===== src/rtl/cpu15_pkg.sv =====
// Shared definitions for the 15-bit CPU.
// Opcodes, sequencer states and instruction field positions.
package cpu15_pkg;

  localparam int W_INSTR = 15;
  localparam int W_ADDR  = 8;
  localparam int OP_MSB  = 14;
  localparam int OP_LSB  = 11;
  localparam int AD_MSB  = 7;
  localparam int AD_LSB  = 0;

  localparam logic [3:0] OP_NOP = 4'b0000;
  localparam logic [3:0] OP_ADD = 4'b0001;
  localparam logic [3:0] OP_LDL = 4'b0010;
  localparam logic [3:0] OP_LDH = 4'b0011;
  localparam logic [3:0] OP_ST  = 4'b0100;
  localparam logic [3:0] OP_CMP = 4'b1010;
  localparam logic [3:0] OP_JE  = 4'b1011;
  localparam logic [3:0] OP_JMP = 4'b1100;
  localparam logic [3:0] OP_HLT = 4'b1111;

  typedef enum logic [2:0] {
    S_IDLE,
    S_FETCH,
    S_DECODE,
    S_EXEC,
    S_WB,
    S_HALT
  } state_t;

  function automatic logic [3:0] opc_of(
    input logic [W_INSTR-1:0] w
  );
    return w[OP_MSB:OP_LSB];
  endfunction

  function automatic logic [W_ADDR-1:0] adr_of(
    input logic [W_INSTR-1:0] w
  );
    return w[AD_MSB:AD_LSB];
  endfunction

endpackage


===== src/rtl/cpu15_pc_reg.sv =====
// Program counter register.
// Reset-load, then absolute load, then increment.
module cpu15_pc_reg #(
  parameter logic [7:0] RESET_VAL = 8'h00
) (
  input  logic       i_clk,
  input  logic       i_rst_n,
  input  logic       i_load,
  input  logic [7:0] i_addr,
  input  logic       i_inc,
  output logic [7:0] o_pc
);

  logic [7:0] r_pc;

  // load beats increment; increment wraps mod 256
  always_ff @(posedge i_clk) begin
    if (!i_rst_n)
      r_pc <= RESET_VAL;
    else if (i_load)
      r_pc <= i_addr;
    else if (i_inc)
      r_pc <= r_pc + 8'd1;
  end

  assign o_pc = r_pc;

endmodule


===== src/rtl/sequencer.sv =====
// Four-phase instruction sequencer.
// FETCH/DECODE/EXEC/WB strobes, PC update, sticky halt.
module sequencer
  import cpu15_pkg::*;
#(
  parameter logic [7:0] RESET_PC = 8'h00
) (
  input  logic                 CLK,
  input  logic                 RESET_N,
  input  logic                 RUN,
  input  logic [W_INSTR-1:0]   INSTR,
  input  logic                 CMP_FLAG,
  output logic [W_ADDR-1:0]    P_COUNT,
  output logic                 FT_EN,
  output logic                 DC_EN,
  output logic                 EX_EN,
  output logic                 WB_EN,
  output logic [W_INSTR-1:0]   IR,
  output logic                 HALTED
);

  state_t               r_state;
  logic [W_INSTR-1:0]   r_ir;
  logic                 r_flag;
  logic                 r_ft;
  logic                 r_dc;
  logic                 r_ex;
  logic                 r_wb;
  logic                 r_halted;

  logic [3:0]           w_op;
  logic [W_ADDR-1:0]    w_adr;
  logic                 w_load;
  logic                 w_inc;

  assign w_op  = opc_of(r_ir);
  assign w_adr = adr_of(r_ir);

  // PC control, only active in the write-back phase
  always_comb begin
    w_load = 1'b0;
    w_inc  = 1'b0;
    if (r_state == S_WB) begin
      unique case (1'b1)
        (w_op == OP_JMP):           w_load = 1'b1;
        (w_op == OP_JE && r_flag):  w_load = 1'b1;
        (w_op == OP_HLT):           w_inc  = 1'b0;
        default:                    w_inc  = 1'b1;
      endcase
    end
  end

  cpu15_pc_reg #(
    .RESET_VAL (RESET_PC)
  ) u_pc (
    .i_clk   (CLK),
    .i_rst_n (RESET_N),
    .i_load  (w_load),
    .i_addr  (w_adr),
    .i_inc   (w_inc),
    .o_pc    (P_COUNT)
  );

  // phase FSM; strobes registered alongside the next state
  always_ff @(posedge CLK) begin
    if (!RESET_N) begin
      r_state  <= S_IDLE;
      r_ir     <= '0;
      r_flag   <= 1'b0;
      r_ft     <= 1'b0;
      r_dc     <= 1'b0;
      r_ex     <= 1'b0;
      r_wb     <= 1'b0;
      r_halted <= 1'b0;
    end else begin
      case (r_state)
        S_IDLE: begin
          if (RUN) begin
            r_state <= S_FETCH;
            r_ft    <= 1'b1;
          end
        end
        S_FETCH: begin
          r_state <= S_DECODE;
          r_ft    <= 1'b0;
          r_dc    <= 1'b1;
        end
        S_DECODE: begin
          r_ir    <= INSTR;
          r_state <= S_EXEC;
          r_dc    <= 1'b0;
          r_ex    <= 1'b1;
        end
        S_EXEC: begin
          if (w_op == OP_CMP)
            r_flag <= CMP_FLAG;
          r_state <= S_WB;
          r_ex    <= 1'b0;
          r_wb    <= 1'b1;
        end
        S_WB: begin
          r_wb <= 1'b0;
          if (w_op == OP_HLT) begin
            r_state  <= S_HALT;
            r_halted <= 1'b1;
          end else if (RUN) begin
            r_state <= S_FETCH;
            r_ft    <= 1'b1;
          end else begin
            r_state <= S_IDLE;
          end
        end
        S_HALT: begin
          r_state <= S_HALT;
        end
        default: begin
          r_state <= S_IDLE;
        end
      endcase
    end
  end

  assign FT_EN  = r_ft;
  assign DC_EN  = r_dc;
  assign EX_EN  = r_ex;
  assign WB_EN  = r_wb;
  assign IR     = r_ir;
  assign HALTED = r_halted;

endmodule


===== config.mk =====
export PLATFORM = sky130hd
export DESIGN_NAME = sequencer
export DESIGN_NICKNAME = d
export VERILOG_FILES = /design/src/rtl/cpu15_pkg.sv /design/src/rtl/cpu15_pc_reg.sv /design/src/rtl/sequencer.sv
export SDC_FILE = /design/constraint.sdc
export NUM_CORES = 1
export LEC_CHECK = 0
export BUFFER_PORTS_ARGS = -buffer_cell sky130_fd_sc_hd__buf_4
export CAP_MARGIN = 20
export CORE_ASPECT_RATIO = 0.7
export CORE_UTILIZATION = 50
export DETAILED_ROUTE_END_ITERATION = 8
export PLACE_DENSITY = 0.79
export SLEW_MARGIN = 10
export SYNTH_ARGS = -nofsm -noshare
export SYNTH_HDL_FRONTEND = slang
export SYNTH_SLANG_ARGS = --single-unit

===== constraint.sdc =====
create_clock -name CLK -period 1.9 [get_ports CLK]
set_input_delay 0 -clock CLK [delete_from_list [all_inputs] [get_ports CLK]]
set_output_delay 0 -clock CLK [all_outputs]
set_load 0.01 [all_outputs]

; After elaboration in Yosys (flattened, before gate mapping)
; Cells that the tools add are included.
[totals]
inputBits = 19
ff_bits = 32
out_inout_bits = 28
wordCells = 49
[classes]
addsub = 1
eq_ne = 11
muxes = 16
reduce_logical = 12
[ops]
columns = operator, n
row1 = $pmux 3 s6, 1
row2 = $eq 4x4->1 const B, 4
row3 = $mux 8, 2
row4 = $add 8x1->8 const B, 1
row5 = $reduce_bool 2->1, 4
row6 = $mux 1, 7
row7 = $eq 3x2->1 const B, 2
row8 = $eq 3x3->1 const B, 2
row9 = $mux 3, 2
row10 = $pmux 1 s2, 3
row11 = $reduce_and 2->1, 3
row12 = $ne 2x2->1 const B, 2
row13 = $eq 3x1->1 const B, 1
row14 = $logic_not 3->1, 1
row15 = $pmux 1 s3, 1
row16 = $reduce_bool 3->1, 1
row17 = $reduce_or 3->1, 1
row18 = $reduce_or 2->1, 1
row19 = $logic_and 1x1->1, 1

; Logic depth before layout (Yosys ltp)
; Gate-level depths: netlist of run 1.
[logic_depth]
depth_word = 7
depth_mapped = 7
ltp_nobuf = 5

; Hierarchy
; From an unflattened synthesis of run 1, not the netlist that was laid out.
[unflattened]
hier_cells = 158
area_unflattened_um2 = 1507.7
[by_module_without_submodules]
columns = module, area_each_um2, cells_each, instances, seq_area_each_um2
row1 = sequencer, 1046.0, 103, 1, 480.5
row2 = cpu15_pc_reg, 461.7, 55, 1, 160.2

; Worst setup path after synthesis of run 1
; Ideal clock, no wire load.
[synth_timing]
kind = reg-to-reg
startpoint = register r_ir[14], in the netlist IR[14]
endpoint = register u_pc.r_pc[0], in the netlist u_pc.o_pc[0]
n_path_buf = 1
setup_ps = 127
arrival_time_ps = 1394
setup_slack_ps = 379
synth_period_minus_slack_ps = 1521
path_stages_with_launch = 6
required_ps = 1773
cell_sequence = dfxtp_1 and4_1 nand2b_2 buf_6 a2111oi_0 or3_1
[synth_between]
elab_chain_len = 6
elab_cells_between_ends = 12
classes_between = 3 x eq/ne / 5 x mux / 4 x reduce/logical
[synth_rtl]
columns = element, line
row1 = start: declaration, sequencer.sv:23  ; logic [W_INSTR-1:0] r_ir;
row2 = start signal: assignment, sequencer.sv:68  ; r_ir <= '0;
row3 = start signal: assignment, sequencer.sv:89  ; r_ir <= INSTR;
row4 = $eq 4x4->1, sequencer.sv:46  ; (w_op == OP_JE && r_flag): w_load = 1'b1;
row5 = $logic_and 1x1->1, sequencer.sv:46
row6 = $reduce_or 3->1 (no line) or $reduce_or 2->1 (tied branches), -
row7 = $mux 1, sequencer.sv:44  ; unique case (1'b1)
row8 = $mux 1, sequencer.sv:43  ; if (r_state == S_WB) begin
row9 = $reduce_bool 2->1 (no line) or $mux 8 (tied branches), -
row10 = end signal: assignment, cpu15_pc_reg.sv:21  ; r_pc <= i_addr;
row11 = end signal: assignment, cpu15_pc_reg.sv:23  ; r_pc <= r_pc + 8'd1;
row12 = end: declaration, cpu15_pc_reg.sv:14  ; logic [7:0] r_pc;
; Parallel ways exist; a longest one is shown, timed or not.
; A chain may end at the register's enable or synchronous reset.

; Worst setup path in the final report of run 1
[layout_timing]
startpoint = register r_ir[13], in the netlist IR[13]
endpoint = register u_pc.r_pc[0], in the netlist u_pc.o_pc[0]
; The elaborated chain is that of the path after synthesis.

==> results of run 1 <==
==> metal layers <==
layer	wire, µm	vias to the layer above	global-route usage	part of all wire
met1	1830	741	0.345	0.43
met2	2070	75	0.474	0.48
met5	0	-	0	0
li1	-	754	-	-
met4	102	0	0.187	0.024
met3	299	14	0.0738	0.070
==> Yosys cell counts, types with 2 or more instances <==
master    number
clkbuf_1       5
nand3_1        6
buf_2          2
a211oi_1       3
inv_1          4
a22oi_1        3
o21a_1         3
nand4_1        2
o22ai_1        3
or3_1          3
xnor2_1        2
buf_6          3
o21ai_0        6
a21oi_1       21
nor2b_1        2
nand2_1       38
mux2i_1        2
nor2_1         8
dfxtp_1       32
nand4b_1       2
==> worst max-delay path, stage by stage (launching register included) <==
cell,delay [ps]
dfxtp_1,420
nor3b_1,380
o21a_2,290
a2111oi_0,130
or3_1,370
==> sequential cells by signal, summed over array words and instances (netlist names) <==
signal and cells:
WB_EN 1, HALTED 1, u_pc.o_pc 8, r_state 3
DC_EN 1, FT_EN 1, IR 15, EX_EN 1
r_flag 1
==> cell usage in the layout, fill, tap and decap left out, types with 2 or more instances in the layout <==
cell type,count
o21a_1,3
nand3_1,6
a21oi_1,21
o22ai_1,3
xnor2_1,2
dfxtp_1,32
a211oi_1,3
buf_4,49
nand2_1,38
inv_1,4
a22oi_1,3
nand4b_1,2
nor2b_1,2
clkbuf_1,2
clkbuf_8,6
dlygate4sd3_1,16
or3_1,3
mux2i_1,2
nand4_1,2
nor2_1,8
o21ai_0,6
==> what timing repair did <==
item | 4_1_cts | 5_1_grt
endpoints found under the hold margin | 16 | 0
endpoints found under the setup margin | 0 | 0
hold buffers | 16 | 0
==> cells by family after synthesis <==
family                     Yosys count
xor gates and xnor gates             3
adders and majority gates            1
buffers and inverters               15
DFF                                 32
AOI/OAI and AO/OA                   51
and+or+nand+nor                     74
muxes                                2
==> cell type report <==
| cell class | count | share of cell area |
|---|---|---|
| well taps | 36 | 0.0216 |
| multi-input cells | 131 | 0.364 |
| flip-flops and latches | 32 | 0.308 |
| inverters | 5 | 0.00902 |
| clock buffers | 8 | 0.0433 |
| repair buffers | 65 | 0.254 |
==> power by group <==
part,total [W],internal [W],leakage (nW),switching [W]
logic,0.000263,0.000135,0.541,0.000127
clock network,0.000545,0.000295,0.0455,0.000249
registers,0.000767,0.000713,0.260,0.0000542
==> final timing paths <==
| check | from | slack (ps) | end | depth (start not counted) |
|---|---|---|---|---|
| worst max-delay path | IR[13] | 200 | u_pc.o_pc[0] | 4 |
| worst min-delay path | RESET_N | 30 | r_state[2] | 2 |
| worst max register to register | IR[13] | 200 | u_pc.o_pc[0] | 4 |
| worst min register to register | IR[10] | 460 | IR[10] | 2 |
==> through the flow <==
| stage | util | std cells | power (W) | cell area (µm²) | hold slack [ps] |
|---|---|---|---|---|---|
| floorplan | - | 178 | 0.000901 | 1480 | 136 |
| global placement | 0.653 | 253 | 0.00100 | 1830 | 234 |
| detailed placement | 0.653 | 253 | 0.00101 | 1830 | 248 |
| CTS | 0.742 | 277 | 0.00157 | 2080 | 26.4 |
| global route | 0.742 | 277 | 0.00164 | 2080 | 25.9 |
| finish | 0.742 | 277 | 0.00157 | 2080 | 29.2 |
==> metrics.md, run 1 <==
| Metric | Value |
|---|---|
| Post-Synth Simple-Gate Area | 0.253 |
| Final Max Tran Viols | 0 |
| Synth Area in XOR/XNOR | 0.0178 |
| Num ports | 47 |
| Via density | 5.72 |
| Num CTS Buffers | 5 |
| Die span in y | 47.5 µm |
| Number of global-route vias before repair | 1434 |
| Post-synth EDFFs | 0 |
| Synth Area in Adders | 0.00845 |
| Synth top area cells | dfxtp_1 43%, nand2_1 9.6%, a21oi_1 7.1% |
| Critical Path Start Type | flop |
| Syn Area/Cell | 8.32 µm² |
| P_leak | 0.847 nW |
| Initial Util | 0.528 |
| Sequential area share after synthesis | 0.433 |
| Total GRT Usage | 0.288 |
| Grt total ovfl | 0 |
| Yosys warnings | 0 |
| #FFs+latches synth | 32 |
| RSZ-0062 raised after global routing | no |
| Mapped cell area | 1480 µm² |
| Initial antenna violation count | 0 |
| Cell taking the most area after synthesis | dfxtp_1 |
| Postcts setup bufs | 0 |
| Mux cell area share after synthesis | 0.0135 |
| Final setup violation count | 0 |
| Fillers | between 200 and 250 |
| Final worst path period share | 0.892 |
| Clk_skew | 4.16 ps |
| Synth top area share | 0.433 |
| Slew @ Worst Pin | 543 ps |
| Status | completed |
| Die width | 67.0 µm |
| DRT iter0 DRCs | 168 |
| Clk root buf | clkbuf_8 |
| Detailed Route WL | roughly 4300 µm |
| First-pass GRT wire length | 6620 µm |
| Crit. End Element | flop |
| Routed Antenna Nets | 0 |
| DP Wirelength | approximately 2800 µm |
| Clk buf depth | 2 |
| Clock Sinks | 32 |
| Max_cap viols | 0 |
| Nets | 260 |
| Yosys cell types | 48 |
| FF+latch area | 641 µm² |
| Num rows | 16 |
| Placeable core area | 2800 µm² |
| Mapped Nets | roughly 200 |
| Antenna diodes | 0 |
| Post-CTS Resized | 0 |
| Compound-Gate Fraction of Synth Area | 0.220 |
| Drc violations | 0 |
| Setup CP Type | flop to flop |
| Tmin final | roughly 1700 ps |
| Min-Delay Path Class | input pin to flop |
| Fraction of registers with async set/reset | 0 |
| Routed wire per std cell | 15.5 µm |
| Slew headroom | 0.634 |
| CTS tree | yes |
| Synthesis-to-layout area growth | 40.6% |
| Maximum vdd drop | 0.000557 V |
| Worst-Skew Late Latency | 290 ps |
| Layout cells sized above 1 | 0.245 |
| Post-synth top flop | dfxtp_1 |
| Clk pin slew, worst setup/hold paths | 70 ps |
| Main combinational cell family by area after synthesis | simple AND/OR/NAND/NOR gates |
| Footprint of the multi-input gates | 758 µm² |
| Die footprint | roughly 3200 µm² |
| Routability Congestion | 0.993 |
| Vias | ~1.6k |
| Post-route setup slack | 204 ps |
| Worst endpoint required time | 2080 ps |
| DRT Pass-1 Iters | 5 |
| Post-Place Worst Slack | around 260 ps |
| Largest net degree at the start of global routing | 25 |
| Port bufs | 46 |
| Fin Setup TNS | 0 ps |
| Arrival time worst endpoint | ~1900 ps |
| Max Freq | 590 MHz |
| Pwr dens | approximately 760 nW/µm² |
| CP max FO | 9 |
| H-tree levels | 2 |
| Cells after Synth | 178 |
| Hold Fails Final Rpt | 0 |
Power figures use the tool's default switching activity.
==> run 2, diff against run 1 <==
GPL_TIMING_DRIVEN = 0   (was unset)
PLACE_DENSITY = 0.78   (was 0.79)
SYNTH_HIERARCHICAL = 1   (was unset)
==> run 2 against run 1 <==
The run now ends with negative hold slack left. Clock skew about the same. Worst hold slack got worse by 32 ps. First-iteration DRC count fell by 74%. Sequential power is 3% lower. Final area up 3.1%. Die area rose by 1.8%. Synthesized area grew 1.9%. Clock power fell by 2%. Global-route usage down 5.1 points. Core utilization increased by 1.7 points. Critical path type unchanged. Highest routed layer unchanged.
==> metrics.md, run 2 <==
| Metric | Value |
|---|---|
| Crit. End Element | flop |
| Die width | 67.6 µm |
| Synthesis-to-layout area growth | 42.2% |
| Setup CP Type | flop to flop |
| Routability Congestion | 0.787 |
| Arrival time worst endpoint | around 2000 ps |
| Port bufs | 46 |
| DRT Pass-1 Iters | 4 |
| Slew headroom | 0.716 |
| Main combinational cell family by area after synthesis | simple AND/OR/NAND/NOR gates |
| Vias | 1388 |
| Maximum vdd drop | 0.000529 V |
| Post-Place Cells | between 200 and 250 |
| Worst endpoint required time | about 2100 ps |
| Post-synth EDFFs | 0 |
| DP Wirelength | 2610 µm |
| Critical Path Start Type | flop |
| #FFs+latches synth | 32 |
| Fin Hold WS | -2.64 ps |
| Cell taking the most area after synthesis | dfxtp_1 |
| Most frequent cells in the layout | 50 x buf_4, 30 x dfxtp_1, 18 x nor2b_1 |
| Via density | 5.32 |
| Synth Area in Adders | 0.00830 |
| Status | finished with violations |
| Fraction of registers with async set/reset | 0 |
| Detailed Route WL | roughly 3700 µm |
| Routed wire per std cell | 14.2 µm |
| CP max FO | 9 |
| Initial antenna violation count | 0 |
| Wire length on met2 | 1670 µm |
| Fillers | approximately 210 |
| CP peak stage delay | 530 ps |
| Num ports | 47 |
| Routed wl met3 | 224 µm |
| CTS tree | yes |
| Post-synth top flop | dfxtp_1 |
| Final worst path period share | 0.949 |
| Post-Place Worst Slack | -139 ps |
| Sequential area share after synthesis | 0.425 |
| Num CTS Buffers | 5 |
| Total GRT Usage | 0.238 |
| Synth Area in XOR/XNOR | 0.0290 |
| Drc violations | 0 |
| Die span in y | 47.9 µm |
| Clk root buf | clkbuf_8 |
| DRT iter0 DRCs | 44 |
| Most frequent cell after synthesis | dfxtp_1 |
| Largest net degree at the start of global routing | 17 |
| Yosys warnings | 6 |
| Die footprint | 3240 µm² |
| Min-Delay Path Class | input pin to flop |
| R2R Setup Slk | 100 ps |
| CP bufs+invs | 2 |
| Clk_skew | between 4 and 5 ps |
| Slew @ Worst Pin | 427 ps |
| CP cell instances | or3b_2 > nand2_1 > a21oi_1 > buf_4 > buf_4 > nand2_1 > xnor2_1 > o211a_1 |
| Synth top area cells | dfxtp_1 42%, mux2i_1 11%, nor2b_1 7.5% |
| Antenna diodes | 0 |
| Post-synth top cells | 32 x dfxtp_1, 18 x nor2b_1, 17 x mux2i_1 |
| Layout cells sized above 1 | 0.302 |
| Top layer in use | met4 |
| Cell family with most CP delay | simple AND/OR/NAND/NOR gates |
| Mux cell area share after synthesis | 0.113 |
| Cells after Synth | 158 |
| Routed Antenna Nets | 0 |
| P_leak | 0.860 nW |
| Num rows | 16 |
| Hold Fails Final Rpt | 1 |
| Post-route setup slack | 97.7 ps |
| Clk buf depth | 2 |
| Slowest CP cell | or3b_2 |
| Synth top area share | 0.425 |
| Most common cell after layout, fill and taps aside | buf_4 |
| Max FFs per register | 15 |
| Max Freq | 555 MHz |
| Tmin final | 1800 ps |
| Worst-Skew Late Latency | 280 ps |
| Met1 wire length | 1770 µm |
| Grt total ovfl | 0 |
| Clock Sinks | 32 |
| Initial Util | 0.534 |
| Final Max Tran Viols | 0 |
| Mapped Nets | 178 |
| Post-Synth Simple-Gate Area | 0.261 |
| Tot Pwr | 0.00159 W |
| Final setup violation count | 0 |
| Placeable core area | 2820 µm² |
| Clk pin slew, worst setup/hold paths | about 60 ps |
| Yosys cell types | 39 |
| Number of global-route vias before repair | roughly 1.2k |
| H-tree levels | 2 |
| Syn Area/Cell | 9.54 µm² |
| Mapped cell area | 1510 µm² |
| First-pass GRT wire length | between 5000 and 6000 µm |
| Max_cap viols | 0 |
| Pwr dens | 742 nW/µm² |
| Compound-Gate Fraction of Synth Area | 0.114 |
| Failing checks | negative hold slack |
| Final Non-Filler Cells | 261 |
| Nets | 244 |
run 2: final timing paths:
| path | start | cells past startpoint | end |
|---|---|---|---|
| max | IR[11] | 8 | u_pc/o_pc[2] |
| min | INSTR[12] | 3 | IR[12] |
| max reg2reg | IR[11] | 8 | u_pc/o_pc[2] |
| min reg2reg | DC_EN | 2 | DC_EN |
run 2: final cells by class:
type / instances / area, µm² / area share
buffer: 8 / 72.6 / 0.0338
tap: 36 / 45.0 / 0.0210
timing repair buffer: 60 / 480 / 0.224
sequential: 32 / 643 / 0.300
clock buffer: 8 / 90.1 / 0.0420
inverter: 1 / 3.75 / 0.00175
multi-input combinational: 116 / 810 / 0.377
run 2: logic make-up (layout without fill, tap and decap cells):
kind of cell / count (synthesis) / count (layout)
AO/OA/AOI/OAI: 28 / 28
XOR/XNOR: 5 / 5
adder cells (fa/ha/maj): 1 / 1
buffers and inverters: 10 / 77
flip-flops: 32 / 32
multiplexers: 17 / 17
AND/OR/NAND/NOR: 65 / 65
run 2: metal layers:
metal / vias up / GRT usage
li1: 691 / -
met1: 638 / 0.292
met2: 53 / 0.404
met3: 6 / 0.0667
met4: 0 / 0.0894
met5: - / 0
run 2: report_power, final:
part	internal, W	switching (W)	leakage [nW]
Sequential	0.000712	0.0000344	0.261
Combinational	0.000176	0.000134	0.554
Clock	0.000295	0.000239	0.0455
run 2: tightest hold or removal path, cell delays in order:
cell	delay (ps)
buf_4	80
mux2i_1	50
nor2b_1	110
run 2: timing repair:
item / 4_1_cts / 5_1_grt
endpoints found under the setup margin: 7 / 5
gates resized for setup: 2 / 7
hold buffers: 12 / 0
setup buffers: 0 / 2
hold endpoints to repair: 12 / 0
run 2: per-stage QoR:
stage,area [µm²],util,TNS (ps)
final,2140,0.760,0
after global routing,2140,0.760,-6.81
after CTS,2110,0.749,0
after detailed placement,1900,0.672,-479
after global placement,1900,0.672,-194
after floorplan,1510,-,0
==> run 3, diff against run 2 <==
ABC_AREA = 1   (was unset)
clock period = 2 ns   (was 1.9 ns; I/O delays follow)
==> run 3 against run 2 <==
Core utilization fell by 0.44 points. First-iteration DRC count rose by 27%. Via count rose by 9.4%. Register-to-register slack improved by 210 ps. Largest cell class unchanged. The flow now finishes without violations. Power fell by 2.7%. Final area fell by 0.58%.
==> metrics.md, run 3 <==
| Metric | Value |
|---|---|
| Fraction of registers with async set/reset | 0 |
| Placed Area | 1880 µm² |
| Top cell by count, worst path | nand2_1 |
| Port bufs | 46 |
| Status | completed |
| Maximum vdd drop | 0.000529 V |
| #FFs+latches synth | 32 |
| Num rows | 16 |
| Grt total ovfl | 0 |
| Worst-Skew Late Latency | 290 ps |
| CP cell instances | inv_1 > nand2_1 > nor2_1 > a21oi_1 > nand2_1 > nor2_1 > nand4_1 > nand2_1 > nand2_1 > o21ai_0 > inv_1 |
| Tmin final | 1690 ps |
| Final setup violation count | 0 |
| Hold depth | 3 |
| Flop pwr share | 0.472 |
| Yosys cell types | 27 |
| Yosys warnings | 6 |
| Comb pwr share | 0.193 |
| Final Max Tran Viols | 0 |
| Initial Util | 0.528 |
| Pint | 0.00112 W |
| R2R Path End | u_pc/o_pc[4] |
| CTS tree | yes |
| Hold Fails Final Rpt | 0 |
| Layout cells sized above 1 | 0.310 |
| Arrival time worst endpoint | 1870 ps |
| Clk pin slew, worst setup/hold paths | 70 ps |
| Vias | about 1.5k |
| Clock Sinks | 32 |
| Cells after Synth | 201 |
| Detailed Route WL | about 3700 µm |
| Hold_sp | RESET_N |
| R2R Path Start | IR[13] |
| Drc violations | 0 |
| Final non-filler cell area | 2130 µm² |
| Total GRT Usage | 0.263 |
| Most frequent cell after synthesis | nor2_1 |
| Hold Path Sink | IR[12] |
| Antenna diodes | 0 |
| DRT Pass-1 Iters | 4 |
| Post-synth top flop | dfxtp_1 |
| Die width | around 67 µm |
| Synth top area share | 0.430 |
| Routed Antenna Nets | 0 |
| P_leak | 0.974 nW |
| Slew headroom | 0.751 |
| Syn Area/Cell | 7.42 µm² |
| Most frequent cells in the layout | 46 x buf_4, 42 x nor2_1, 32 x dfxtp_1 |
| Clock power frac | 0.335 |
| Via density | 4.94 |
| Post-Place Worst Slack | 345 ps |
| Fin Setup TNS | 0 ps |
| Pwr dens | 726 nW/µm² |
| DRT iter0 DRCs | 56 |
| Initial antenna violation count | 0 |
| Die footprint | 3210 µm² |
| Synth top area cells | dfxtp_1 43%, nor2_1 11%, nand2_1 7.6% |
| DP Wirelength | 2500 µm |
| Min-Delay Path Class | input pin to flop |
| Cell family with most CP delay | simple AND/OR/NAND/NOR gates |
| Critical Path Start Type | flop |
| Post-CTS Resized | 0 |
| CP peak stage delay | 350 ps |
| Cell taking the most area after synthesis | dfxtp_1 |
| R2R Setup Slk | a little over 300 ps |
| Most common cell after layout, fill and taps aside | buf_4 |
| Num CTS Buffers | 5 |
| Max Freq | 592 MHz |
| CP max FO | 4 |
| Nets | 290 |
| Synthesis-to-layout area growth | 43.0% |
| Placeable core area | approximately 2800 µm² |
| Clk root buf | clkbuf_8 |
| Sw frac | 0.277 |
| Clk_skew | 5.13 ps |
| Utilization after layout | 0.755 |
| CP bufs+invs | 2 |
| Largest net degree at the start of global routing | 14 |
| Worst reg-to-reg path cell count | 11 |
| First-pass GRT wire length | between 5000 and 6000 µm |
| Worst endpoint required time | 2180 ps |
| Net Switching | 0.000429 W |
| Sequential area share after synthesis | 0.430 |
| H-tree levels | 2 |
| Post-synth top cells | 42 x nor2_1, 32 x dfxtp_1, 30 x nand2_1 |
| Mapped Nets | 221 |
| Mapped cell area | approximately 1500 µm² |
| RSZ-0062 raised after global routing | no |
| Crit. End Element | flop |
| Final worst path period share | 0.845 |
| Post-route setup slack | 311 ps |
| Slowest CP cell | dfxtp_1 |
| Setup CP Type | flop to flop |
| Clk buf depth | 2 |
| Max FFs per register | 15 |
| Routed wire per std cell | 12.0 µm |
| Number of global-route vias before repair | 1343 |
| Die span in y | 47.7 µm |
| Post-synth EDFFs | 0 |
| Num ports | 47 |
| Slew @ Worst Pin | roughly 370 ps |
| Max_cap viols | 0 |
| Routability Congestion | 0.791 |
[run 3: cell types whose count changed in the layout (fill, tap and decap cells not counted), moves of 6 or more]
cell     delta
inv_1      +14
nand2_1    +20
o21ai_0     +6
inv_2       +6
nor2_1     +38
nor2b_1    -18
a21oi_1     +7
mux2i_1    -17
nor2_2      +7
[run 3: worst max-delay path by stage]
stage / startpoint / to / slack (ps) / cells after the start
2_1_floorplan: IR[13] / u_pc/o_pc[4] / 460 / 11
3_3_place_gp: IR[13] / u_pc/o_pc[4] / 320 / 11
3_5_place_dp: IR[13] / u_pc/o_pc[4] / 350 / 11
4_1_cts: IR[13] / u_pc/o_pc[4] / 320 / 11
5_1_grt: IR[13] / u_pc/o_pc[4] / 40 / 11
6_report: IR[13] / u_pc/o_pc[4] / 310 / 11
[run 3: logic make-up after synthesis]
| kind of cell | after synthesis | synth area share |
|---|---|---|
| buffers and inverters | 26 | 0.0864 |
| and+or+nand+nor | 97 | 0.294 |
| xor gates and xnor gates | 1 | 0.00587 |
| AOI/OAI and AO/OA | 44 | 0.175 |
| adders and majority gates | 1 | 0.00839 |
| DFF | 32 | 0.430 |
[run 3: power groups by stage]
stage          logic (W)  registers, W  clock network [W]
2_1_floorplan   0.000129      0.000757                  0
3_3_place_gp    0.000269      0.000743                  0
3_5_place_dp    0.000273      0.000743                  0
4_1_cts         0.000298      0.000730           0.000527
5_1_grt         0.000335      0.000739           0.000558
6_report        0.000299      0.000731           0.000519
[run 3: layer usage]
| layer | vias to the layer above | global-route usage | share of wire |
|---|---|---|---|
| met1 | 686 | 0.322 | 0.49 |
| met5 | - | 0 | 0 |
| met3 | 7 | 0.0976 | 0.059 |
| met2 | 44 | 0.422 | 0.43 |
| met4 | 0 | 0.115 | 0.021 |
| li1 | 781 | - | - |
[run 3: cell type report]
| class | instances | area [µm²] |
|---|---|---|
| clock buffers | 8 | 90.1 |
| multi-input cells | 143 | 722 |
| plain buffers | 5 | 50.0 |
| well taps | 36 | 45.0 |
| inverters | 21 | 78.8 |
| fillers | 243 | 691 |
| repair buffers | 62 | 505 |
| flip-flops and latches | 32 | 641 |
[run 3: per-stage QoR]
stage	cells	hold slack (ps)	total power, W
6_report	307	24.8	0.00155
2_1_floorplan	201	97.6	0.000887
5_1_grt	307	33.4	0.00163
3_3_place_gp	283	223	0.00101
3_5_place_dp	283	225	0.00102
4_1_cts	307	17.1	0.00156
[run 3: worst reg2reg max path, cell delays in order, from the launching register on]
cell     delay (ps)
dfxtp_1         350
inv_1            70
nand2_1          80
nor2_1           40
a21oi_1         180
nand2_1          70
nor2_1          300
nand4_1         170
nand2_1          80
nand2_1          40
o21ai_0         140
inv_1            50
[run 3: timing repair]
action / 4_1_cts / 5_1_grt
hold endpoints to repair: 16 / 0
setup buffers: 0 / 0
hold buffers: 16 / 0
